<file path="config.mk">
export PLATFORM = sky130hd
export DESIGN_NAME = mem_arbiter
export DESIGN_NICKNAME = d
export VERILOG_FILES = /design/src/rtl/mem_arb_pkg.sv /design/src/rtl/mem_arb_pick.sv /design/src/rtl/mem_arbiter.sv
export SDC_FILE = /design/constraint.sdc
export NUM_CORES = 1
export LEC_CHECK = 0
export ABC_AREA = 1
export CELL_PAD_IN_SITES_DETAIL_PLACEMENT = 1
export CELL_PAD_IN_SITES_GLOBAL_PLACEMENT = 1
export CORE_ASPECT_RATIO = 1.5
export CORE_MARGIN = 2
export CORE_UTILIZATION = 29
export CTS_CLUSTER_SIZE = 16
export DETAILED_ROUTE_END_ITERATION = 10
export PLACE_DENSITY = 0.83
export REMOVE_ABC_BUFFERS = 1
export SLEW_MARGIN = 20
export SYNTH_ARGS = -nofsm -noshare
export SYNTH_HDL_FRONTEND = slang
export SYNTH_HIERARCHICAL = 1
export SYNTH_SLANG_ARGS = --single-unit
</file>
<file path="constraint.sdc">
create_clock -name clk -period 1.8 [get_ports clk]
set_input_delay 0.27 -clock clk [delete_from_list [all_inputs] [get_ports clk]]
set_output_delay 0.27 -clock clk [all_outputs]
set_load 0.02 [all_outputs]
</file>
<file path="src/rtl/mem_arb_pkg.sv">
// rtl/mem_arb_pkg.sv - shared types and constants for the memory bus arbiter.
package mem_arb_pkg;

  typedef enum logic [1:0] {
    IDLE   = 2'd0,
    TURN   = 2'd1,
    ACCESS = 2'd2,
    ACK    = 2'd3
  } state_t;

  localparam logic OWN_CPU = 1'b0;
  localparam logic OWN_DBG = 1'b1;
  localparam int   LAT_W   = 4;

endpackage

</file>
<file path="src/rtl/mem_arb_pick.sv">
// rtl/mem_arb_pick.sv - combinational winner selection between CPU and debug requests.
// MEM_ARB_RR_EN selects round-robin on ties; otherwise debug has fixed priority.
module mem_arb_pick
  import mem_arb_pkg::*;
(
  input  logic cpu_req,
  input  logic dbg_req,
  input  logic last_grant,
  output logic win_valid,
  output logic win_owner
);

  assign win_valid = cpu_req | dbg_req;

`ifdef MEM_ARB_RR_EN
  // On a tie the port that lost the previous grant goes next.
  always_comb begin
    win_owner = dbg_req ? OWN_DBG : OWN_CPU;
    if (cpu_req && dbg_req) begin
      win_owner = ~last_grant;
    end
  end
`else
  logic w_unused_last_grant;
  assign w_unused_last_grant = last_grant;
  assign win_owner = dbg_req ? OWN_DBG : OWN_CPU;
`endif

endmodule

</file>
<file path="src/rtl/mem_arbiter.sv">
// rtl/mem_arbiter.sv - serialises CPU and debug accesses onto the shared memory bus.
// Falling-edge design; MEM_ARB_RR_EN adds a last_grant register for round-robin ties.
module mem_arbiter
  import mem_arb_pkg::*;
#(
  parameter int MEM_LAT = 1
) (
  input  logic        clk,
  input  logic        n_reset,
  input  logic        cpu_req,
  input  logic [15:0] cpu_adr,
  input  logic        cpu_RW,
  input  logic [7:0]  cpu_wdata,
  output logic [7:0]  cpu_rdata,
  output logic        cpu_ack,
  output logic        cpu_stall,
  input  logic        dbg_req,
  input  logic [15:0] dbg_adr,
  input  logic        dbg_RW,
  input  logic [7:0]  dbg_wdata,
  output logic [7:0]  dbg_rdata,
  output logic        dbg_ack,
  output logic        mem_en,
  output logic [15:0] mem_adr,
  output logic        mem_RW,
  output logic [7:0]  mem_wdata,
  input  logic [7:0]  mem_data_in,
  output logic        owner
);

  state_t             r_state;
  state_t             w_next;
  logic               r_owner;
  logic               r_mem_en;
  logic               r_mem_rw;
  logic [15:0]        r_mem_adr;
  logic [7:0]         r_mem_wdata;
  logic [7:0]         r_cpu_rdata;
  logic [7:0]         r_dbg_rdata;
  logic [LAT_W-1:0]   r_lat_cnt;
  logic               w_win_valid;
  logic               w_win_owner;
  logic               w_last_grant;
  logic               w_sel_owner;
  logic               w_enter_access;

  mem_arb_pick u_pick (
    .cpu_req    (cpu_req),
    .dbg_req    (dbg_req),
    .last_grant (w_last_grant),
    .win_valid  (w_win_valid),
    .win_owner  (w_win_owner)
  );

`ifdef MEM_ARB_RR_EN
  logic r_last_grant;
  always_ff @(negedge clk) begin
    if (!n_reset) begin
      r_last_grant <= OWN_CPU;
    end else if (r_state == IDLE && w_win_valid) begin
      r_last_grant <= w_win_owner;
    end
  end
  assign w_last_grant = r_last_grant;
`else
  assign w_last_grant = OWN_CPU;
`endif

  always_ff @(negedge clk) begin
    if (!n_reset) begin
      r_state <= IDLE;
    end else begin
      r_state <= w_next;
    end
  end

  always_comb begin
    w_next = r_state;
    case (r_state)
      IDLE:    if (w_win_valid) w_next = (w_win_owner == r_owner) ? ACCESS : TURN;
      TURN:    w_next = ACCESS;
      ACCESS:  if (r_lat_cnt == '0) w_next = ACK;
      ACK:     w_next = IDLE;
      default: w_next = IDLE;
    endcase
  end

  // After a turnaround the owner register already names the winner.
  assign w_sel_owner    = (r_state == TURN) ? r_owner : w_win_owner;
  assign w_enter_access = (w_next == ACCESS) && (r_state != ACCESS);

  always_ff @(negedge clk) begin
    if (!n_reset) begin
      r_owner     <= OWN_CPU;
      r_mem_en    <= 1'b0;
      r_mem_rw    <= 1'b1;
      r_mem_adr   <= '0;
      r_mem_wdata <= '0;
      r_cpu_rdata <= '0;
      r_dbg_rdata <= '0;
      r_lat_cnt   <= '0;
    end else begin
      if (r_state == IDLE && w_next == TURN) begin
        r_owner <= w_win_owner;
      end
      if (w_enter_access) begin
        r_mem_en    <= 1'b1;
        r_mem_adr   <= (w_sel_owner == OWN_DBG) ? dbg_adr   : cpu_adr;
        r_mem_rw    <= (w_sel_owner == OWN_DBG) ? dbg_RW    : cpu_RW;
        r_mem_wdata <= (w_sel_owner == OWN_DBG) ? dbg_wdata : cpu_wdata;
        r_lat_cnt   <= LAT_W'(MEM_LAT - 1);
      end else if (r_state == ACCESS) begin
        if (r_lat_cnt == '0) begin
          r_mem_en <= 1'b0;
          r_mem_rw <= 1'b1;
          if (r_mem_rw && r_owner == OWN_DBG) r_dbg_rdata <= mem_data_in;
          if (r_mem_rw && r_owner == OWN_CPU) r_cpu_rdata <= mem_data_in;
        end else begin
          r_lat_cnt <= r_lat_cnt - 1'b1;
        end
      end
    end
  end

  assign cpu_ack   = (r_state == ACK) && (r_owner == OWN_CPU);
  assign dbg_ack   = (r_state == ACK) && (r_owner == OWN_DBG);
  assign cpu_stall = cpu_req &&
                     !((r_owner == OWN_CPU) && (r_state == ACCESS || r_state == ACK));
  assign cpu_rdata = r_cpu_rdata;
  assign dbg_rdata = r_dbg_rdata;
  assign mem_en    = r_mem_en;
  assign mem_adr   = r_mem_adr;
  assign mem_RW    = r_mem_rw;
  assign mem_wdata = r_mem_wdata;
  assign owner     = r_owner;

endmodule

</file>
==> metrics list <==
* Result of the run: finished with violations
- Violations in the final reports: negative setup slack
- Entering global routing, the biggest net connects 30 pins.
- The cell sitting at the root of the clock tree is a sky130_fd_sc_hd__clkbuf_16.
- In this run the number of H-tree levels came out at 2.
- At the later pin of the worst-skew pair, clock insertion delay measures 0.44 ns.
* Vias per cell: 5.26
- Core area: 9310 um^2
- Number of detailed-route iterations in the first pass: 4
- The library cells used most frequently in the layout, excluding fill and tap cells, are sky130_fd_sc_hd__inv_1 (124), sky130_fd_sc_hd__nand2_1 (65), sky130_fd_sc_hd__buf_6 (59).
- Number of hold violations in the final report: 0
- For this configuration, the core starts out at a cell density of 30.0%.
* Setup skew after layout: 0.0742 ns
- Area of the mapped netlist: 2790 um^2
* Post-CTS clock slew at the launch and capture registers of the worst setup and hold paths: 0.05 ns
* Kind of end point of the critical path: output port
* Start point of the worst hold path: cpu_rdata[2]
- Yosys warnings: 6
- Measured against its own limit, the worst slew margin works out to 72.1%.
- In this run the core area contains 43 standard-cell rows.
* Arrival time at the worst endpoint: 2.30 ns
- In the final design database the tool counted 725 nets.
* DRC violations left: 0
- For the pin with the worst max-slew slack, the measured transition is 0.414 ns.
- The number of antenna violations at the first check in global routing was 0.
* Signed area change from the synthesized netlist to the final layout: 102%
* Y dimension of the die: 124 um
- Final hold analysis gives a worst-case slack of 0.457 ns.
- In this run the remaining antenna-violating nets after routing total 0.
- Most common library cell in the layout ignoring fill and taps: sky130_fd_sc_hd__inv_1
- Detailed placement ended at an HPWL of 6890 um.
* Crit path max fanout: 2
- The die covers 10400 um^2.
- In the final layout, the share of cells above drive strength 1 is 40.2%.
- First-pass GRT wire length: 21500 um
- During placement, the flow inserted port buffers numbering 107.
* Final wirelength: 16700 um
- Startpoint of the most critical register-to-register path: r_state[0]
- Measured in cells, the most critical reg-to-reg path has a length of 13.
- Standard cell area after detailed placement: 4210 um^2
* Leakage power summed over all cells: 2.87 nW
- After routing the design area is 5630 um^2.
- Initial DRC count: 189
- The final max-slew violation count is 0.
- Measured along the x axis, the die boundary spans 84.1 um.
* Maximum count of clock buffers along a single path: 2
- CTS buffer count: 5
* Worst Slack Setup Final: -0.769 ns
- Data required time at the worst endpoint: 1.53 ns
* Routed vias: 4058
- Post-Syn Instances: 446
- Setup slack on the worst reg-to-reg path comes out at -0.44 ns.
- Setup violations remaining at the end of the flow were counted as 80.
* Mean area per synthesized cell: 6.26 um^2
- The via count of the first global-routing pass was 4254.
* Hold/Removal Path Class: register to register
* Final routed wire length divided by cell count: 21.6 um
- STA classifies the critical path startpoint as a register.
- Setup repair after global routing could not meet its margin everywhere.
- Final weighted congestion of routability-driven global placement: 0.848
- Clock tree synthesis found a total of 49 sinks.
- Count of boundary I/O pins: 108
- Clock tree from TritonCTS: yes
- The worst hold path terminates at cpu_rdata[2].
* Category of the most critical setup path: register to output port
- Max rail drop VDD: 672 uV
* Number of inserted diodes: 0
- Power spread over the standard cell area amounts to 1570 nW/um^2.
- In the global route stage, overall resource usage came out at 26.5%.
- The endpoint identified for the worst register-to-register timing path is mem_RW.
- Number of cells on the worst hold path: 2
- Global routing finished with a remaining overflow of 0.
- Max-capacitance violation count: 0
==> timing repair <==
item	4_1_cts	5_1_grt
gates resized for setup	412	63
setup buffers	32	15
hold buffers	0	0
cloned	9	1
pin swaps	48	39
endpoints found under the setup margin	95	95
endpoints found under the hold margin	0	0
==> report_power, final <==
part | internal [mW] | switching, mW
Combinational | 2.57 | 2.86
Clock | 0.666 | 0.968
Sequential | 1.47 | 0.286
Total | 4.71 | 4.11
==> state kept, by name (all words and copies together) (netlist names) <==
signal     count
cpu_rdata      8
mem_adr       16
owner          1
r_lat_cnt      4
mem_wdata      8
r_state        2
mem_RW         1
dbg_rdata      8
mem_en         1
==> worst max-delay path by stage <==
stage / to / cells past startpoint / startpoint / slack [ns]
5_1_grt: cpu_stall / 6 / r_state[0] / -0.80
3_5_place_dp: mem_wdata[2] / 11 / cpu_req / -0.94
6_report: cpu_stall / 6 / r_state[0] / -0.77
4_1_cts: cpu_stall / 6 / r_state[0] / -0.66
2_1_floorplan: cpu_stall / 5 / r_state[0] / -0.95
3_3_place_gp: mem_adr[9] / 11 / cpu_req / -0.88
==> final cells by class <==
cell class              instances  area, um^2
fillers                      1156        3680
repair buffers                182        2080
multi-input cells             272        1650
flip-flops and latches         49        1040
inverters                      99         387
clock inverters                52         204
well taps                     112         140
clock buffers                   5         125
==> worst max-delay path, stage by stage (launching register included) <==
cell                      delay [ns]
sky130_fd_sc_hd__dfxtp_2        0.35
sky130_fd_sc_hd__inv_2          0.06
sky130_fd_sc_hd__ha_4           0.17
sky130_fd_sc_hd__inv_2          0.06
sky130_fd_sc_hd__o21ai_1        0.08
sky130_fd_sc_hd__nor2_2         0.15
sky130_fd_sc_hd__buf_6          0.14
==> metrics by stage <==
| step | setup TNS, ns | util (%) | cells | power [mW] | setup slack [ns] |
|---|---|---|---|---|---|
| finish | -22.26 | 60.5 | 771 | 8.82 | -0.769 |
| global route | -24.77 | 60.5 | 771 | 9.19 | -0.795 |
| CTS | -17.27 | 57.7 | 759 | 7.82 | -0.656 |
| detailed placement | -51.78 | 45.2 | 669 | 4.99 | -0.940 |
| global placement | -48.88 | 45.2 | 669 | 4.87 | -0.879 |
| floorplan | -17.53 | - | 421 | 3.36 | -0.953 |
==> per-layer routing <==
metal	part of all wire (%)	global-route usage, %	vias up
met2	52	50.8	238
li1	-	-	1799
met3	6.6	6.30	76
met4	6.5	12.8	0
met1	35	26.5	1945
met5	0	0	-
(Power assumes the default switching activity.)
